--- config.mk ---
export PLATFORM = sky130hd
export DESIGN_NAME = spi_arbiter
export DESIGN_NICKNAME = d
export VERILOG_FILES = /design/src/rtl/spi_arbiter_pkg.sv /design/src/rtl/rr_arbiter2.sv /design/src/rtl/spi_arbiter.sv
export SDC_FILE = /design/constraint.sdc
export NUM_CORES = 1
export LEC_CHECK = 0
export CORE_UTILIZATION = 41
export DETAILED_ROUTE_END_ITERATION = 10
export PLACE_DENSITY = 0.85
export SYNTH_ARGS = -nofsm -noshare
export SYNTH_HDL_FRONTEND = slang
export SYNTH_SLANG_ARGS = --single-unit
--- constraint.sdc ---
create_clock -name clk -period 2.8 [get_ports clk]
set_input_delay 0.56 -clock clk [delete_from_list [all_inputs] [get_ports clk]]
set_output_delay 0.56 -clock clk [all_outputs]
set_load 0.05 [all_outputs]
--- src/rtl/spi_arbiter_pkg.sv ---
// rtl/spi_arbiter_pkg.sv - shared constants for the two-port SPI bus arbiter
package spi_arbiter_pkg;

    localparam int N_REQ = 2;

    typedef logic [2:0] state_t;

    localparam logic [2:0] ST_IDLE   = 3'd0;
    localparam logic [2:0] ST_SETUP  = 3'd1;
    localparam logic [2:0] ST_ACTIVE = 3'd2;
    localparam logic [2:0] ST_DRAIN  = 3'd3;
    localparam logic [2:0] ST_GAP    = 3'd4;

endpackage

--- src/rtl/rr_arbiter2.sv ---
// rtl/rr_arbiter2.sv - two-way round-robin selector with a last-served register
module rr_arbiter2 (
    input  logic       clk,
    input  logic       reset,
    input  logic [1:0] req,
    input  logic       take,
    output logic       sel
);

    logic last_q;
    logic last_d;

    always_comb begin
        case (req)
            2'b01:   sel = 1'b0;
            2'b10:   sel = 1'b1;
            default: sel = ~last_q;
        endcase
        last_d = last_q;
        if (take && (req != 2'b00)) begin
            last_d = sel;
        end
    end

    // last_q resets to 1 so requester 0 wins the first tie
    always_ff @(posedge clk) begin
        if (reset) begin
            last_q <= 1'b1;
        end else begin
            last_q <= last_d;
        end
    end

endmodule

--- src/rtl/spi_arbiter.sv ---
// rtl/spi_arbiter.sv - shares one SPI byte engine between two requesters
module spi_arbiter
    import spi_arbiter_pkg::*;
#(
    parameter int CS_SETUP = 2,
    parameter int CS_GAP   = 4
) (
    input  logic        clk,
    input  logic        reset,
    input  logic [1:0]  req,
    output logic [1:0]  gnt,
    input  logic [1:0]  tx_valid,
    input  logic [15:0] tx_data,
    output logic [1:0]  tx_ready,
    output logic [1:0]  rx_valid,
    output logic [7:0]  rx_data,
    input  logic [1:0]  rx_ready,
    output logic        spi_tx_valid,
    output logic [7:0]  spi_tx_data,
    input  logic        spi_tx_ready,
    input  logic        spi_rx_valid,
    input  logic [7:0]  spi_rx_data,
    output logic        spi_rx_ready,
    output logic        spi_ss,
    output logic        busy
);

    localparam logic [3:0] SETUP_LAST = (CS_SETUP == 0) ? 4'd0 : 4'(CS_SETUP - 1);
    localparam logic [3:0] GAP_LAST   = 4'(CS_GAP - 1);

    state_t     state_q, state_d;
    logic       owner_q, owner_d;
    logic [1:0] cnt_q, cnt_d;
    logic [3:0] timer_q, timer_d;
    logic       ss_q, ss_d;
    logic       sel;
    logic       take;
    logic       own_req;
    logic       tx_hs;
    logic       rx_hs;

    assign own_req = req[owner_q];
    assign spi_ss  = ss_q;
    assign busy    = (state_q != ST_IDLE);

    rr_arbiter2 u_rr (
        .clk   (clk),
        .reset (reset),
        .req   (req),
        .take  (take),
        .sel   (sel)
    );

    // Data-path steering; gnt follows req[owner] combinationally so it drops with req
    always_comb begin
        gnt          = 2'b00;
        tx_ready     = 2'b00;
        rx_valid     = 2'b00;
        spi_tx_valid = 1'b0;
        spi_rx_ready = 1'b1;
        spi_tx_data  = owner_q ? tx_data[15:8] : tx_data[7:0];
        rx_data      = spi_rx_data;
        if (state_q == ST_ACTIVE) begin
            gnt[owner_q]      = own_req;
            spi_tx_valid      = tx_valid[owner_q] & own_req;
            tx_ready[owner_q] = spi_tx_ready & own_req;
            rx_valid[owner_q] = spi_rx_valid;
            spi_rx_ready      = rx_ready[owner_q];
        end
    end

    always_comb begin
        tx_hs = spi_tx_valid & spi_tx_ready;
        rx_hs = spi_rx_valid & spi_rx_ready &
                ((state_q == ST_ACTIVE) || (state_q == ST_DRAIN));
        cnt_d = cnt_q;
        if (tx_hs && !rx_hs) begin
            cnt_d = cnt_q + 2'd1;
        end else if (rx_hs && !tx_hs && (cnt_q != 2'd0)) begin
            cnt_d = cnt_q - 2'd1;
        end

        state_d = state_q;
        owner_d = owner_q;
        timer_d = timer_q;
        ss_d    = ss_q;
        take    = 1'b0;
        case (state_q)
            ST_IDLE: begin
                if (req != 2'b00) begin
                    take    = 1'b1;
                    owner_d = sel;
                    state_d = ST_SETUP;
                    ss_d    = 1'b0;
                    timer_d = 4'd0;
                end
            end
            ST_SETUP: begin
                if (!own_req) begin
                    state_d = ST_GAP;
                    ss_d    = 1'b1;
                    timer_d = 4'd0;
                end else if (timer_q >= SETUP_LAST) begin
                    state_d = ST_ACTIVE;
                end else begin
                    timer_d = timer_q + 4'd1;
                end
            end
            ST_ACTIVE: begin
                if (!own_req) begin
                    state_d = ST_DRAIN;
                end
            end
            ST_DRAIN: begin
                if (cnt_q == 2'd0) begin
                    state_d = ST_GAP;
                    ss_d    = 1'b1;
                    timer_d = 4'd0;
                end
            end
            ST_GAP: begin
                if (timer_q >= GAP_LAST) begin
                    state_d = ST_IDLE;
                end else begin
                    timer_d = timer_q + 4'd1;
                end
            end
            default: begin
                state_d = ST_IDLE;
                ss_d    = 1'b1;
            end
        endcase
    end

    always_ff @(posedge clk) begin
        if (reset) begin
            state_q <= ST_IDLE;
            owner_q <= 1'b0;
            cnt_q   <= 2'd0;
            timer_q <= 4'd0;
            ss_q    <= 1'b1;
        end else begin
            state_q <= state_d;
            owner_q <= owner_d;
            cnt_q   <= cnt_d;
            timer_q <= timer_d;
            ss_q    <= ss_d;
        end
    end

endmodule
==> flow_summary.ini <==
[run_status]
status = finished clean

[global_route]
met1_usage_pct = 22.5
track_usage_pct = 21.3
antenna_found_initial = 0
grt-ovfl-total = 0
grt_pass1_wl_mm = 4.29
grt.met3_usage_pct = 6.32
gr-usage-met2_pct = 37.9
grt_start_max_net_pins = 19
grt-busiest-layer = met2
first_global_vias = 983

[cts]
clkSinkCount = 12
tritoncts = done
cts_root_buffer = clkbuf_4
clockBufferDepth = 2
clkTransAtPathRegs_ns = 0.08
cts_buffers = 3
postCtsHoldBufs = 0
post_cts_buffers = 0
ctsResizeCount = 0
clk_latency_ns = 0.27
htree_levels = 1

[placed_design]
portBuffers = 43
gp_congestion = 0.847
post-place-cells = 189
place_hpwl_mm = 2.27

[setup_path]
startpoint_type = flip-flop
critPathKind = flip-flop to primary output
r2r_cells = 6
r2r_end = timer_q[2]
cp_max_fo = 18
worstPathRequired_ns = 2.24
r2r_slack_ns = 0.87
crit_arrival_ns = 1.92
rr_startpoint = timer_q[1]
endpoint_kind = primary output

[timing]
fmax_ghz = 0.403
tightest_slew_ns = 0.570
max-slew-margin-rel_pct = 61.6
final-setup-viol-count = 0
setup_tns_ns = 0
maxSlewViolCount = 0
period_minus_slack_ns = 2.48
rsz0062_at_grt = no
hold_ws_ns = 0.516
hold_viol = 0
worst_clock_skew_ns = 0.00316
fin_crit_sh_pct = 88.5

[yosys]
synth.area.top_cells = dfxtp_1, mux2_2, ha_1
yosys.area.top_type = dfxtp_1
syn-cell-area_um2 = 1080
syn_nets = 169
synth_top_area_share_pct = 22.2
synthCells = 130
synth_most_common_cell = dfxtp_1
synth-seq-area-share_pct = 22.2
yosys_warnings = 0
synth_top_cells_by_count = dfxtp_1, nor2_1, inv_1, buf_4, mux2_2
synth.ff_latch_count = 12
synth_cell_types = 42
synth-edff-count = 0
avgSynthCellArea_um2 = 8.33
async_reset_ff_share_pct = 0
synthFlopType = dfxtp_1

[worst_hold_path]
min_to = timer_q[1]
hold_class = flip-flop to flip-flop
min_path_cells = 2
min-delay-start = timer_q[1]

[die]
dieArea_um2 = 2850
fp.dieW_um = 53.4
io_pins = 60
start_util_pct = 43.7
core_area_um2 = 2480
die_y_um = 53.4
rows = 18

[routing]
first_iter_violations = 14
firstDrtPassIters = 4
drc = 0
routed_wl_mm = 2.79
via_per_inst = 5.56
routedWlPerCell_um = 14.5
ant_nets = 0
routed-via-count = 1073

[pwr]
cellLeakagePower_uw = 0.000556
power.internal_uw = 474
pwr-share-seq_pct = 29.1
combPwrFrac_pct = 54.5
switching_share_pct = 43.8
p_per_area_nw_per_um2 = 563
clkPwrFrac_pct = 16.4
vdd_drop_max_uv = 484
switchingPower_uw = 369
power.total_uw = 842

[finish]
multi_input_area_um2 = 712
nFillCells = 214
syn_to_final_growth_pct = 38.0
n_antenna_cell = 0
final_util_pct = 60.4
layout.cells.non_filler = 193
final_nets = 203
register_area_um2 = 240
drive_above_1_share_pct = 23.3

[job]
cap_violations = 0
[per-layer routing]
| layer | share of wire [%] | wire length (um) |
|---|---|---|
| met2 | 54 | 1500 |
| met3 | 5.6 | 155 |
| met1 | 39 | 1090 |
| met5 | 0 | 0 |
| met4 | 1.8 | 50 |
[how the worst max path moves through the flow]
stage	start	to	slack [ns]
floorplan	state_q[1]	spi_tx_valid	0.50
global placement	req[0]	state_q[0]	0.51
detailed placement	req[0]	state_q[0]	0.45
CTS	state_q[2]	busy	0.33
global route	state_q[1]	spi_tx_valid	0.21
finish	state_q[2]	busy	0.32
[cell usage in the layout (no fill, tap or decap), drive strengths merged]
master and count:
clkdlybuf4s50 27, inv 9, a21o 2, o31ai 1
buf 17, ha 5, nand2b 5, o21ba 1
nor2 11, nand2 7, o22ai 1, a211o 1
a31oi 1, a221oi 1, mux2i 4, nor4 1
or2 1, nand3 3, or3 1, a2111oi 3
mux2 8, or4b 1, dfxtp 12, o21bai 1
o32ai 1, nand4bb 1, xnor2 1, clkbuf 4
o21ai 7, or3b 3, nor3 1, o211ai 5
and4 1, nor4b 1, a21oi 7, and3 3
nand3b 1, or4 3
[registers in the layout, summed over array words and instances, names as in the netlist]
name,count
timer_q,4
state_q,3
cnt_q,2
owner_q,1
spi_ss,1
u_rr.last_q,1
[power by group through the flow]
stage | sequential, uW | clock (uW) | combinational, uW
after floorplan | 231 | 0 | 381
after global placement | 244 | 0 | 448
after detailed placement | 247 | 0 | 458
after CTS | 244 | 142 | 460
after global routing | 251 | 150 | 488
final | 245 | 138 | 459
[through the flow]
step	setup slack, ns	area, um2
detailed placement	0.453	1460
CTS	0.334	1500
floorplan	0.497	1080
finish	0.322	1500
global placement	0.507	1460
global route	0.210	1500
[worst max-delay path, cell delays in order (launching register included)]
cell             delay [ns]
dfxtp_1                0.66
or3_1                  0.20
clkdlybuf4s50_1        0.79
[layout make-up]
cell class	instances	area share (%)
Clock buffer	4	2.43
Timing Repair Buffer	44	29.1
Sequential cell	12	16.1
Tap cell	30	2.51
Inverter	9	2.26
Multi-Input combinational cell	94	47.6
[kinds of logic after synthesis]
logic type	synth area share (%)
buffers and inverters	12.1
DFF	22.2
AOI/OAI and AO/OA	23.6
muxes	12.0
xor gates and xnor gates	0.808
adders and majority gates	5.77
and+or+nand+nor	23.6
Note: power is estimated with default switching activity, not from simulation.
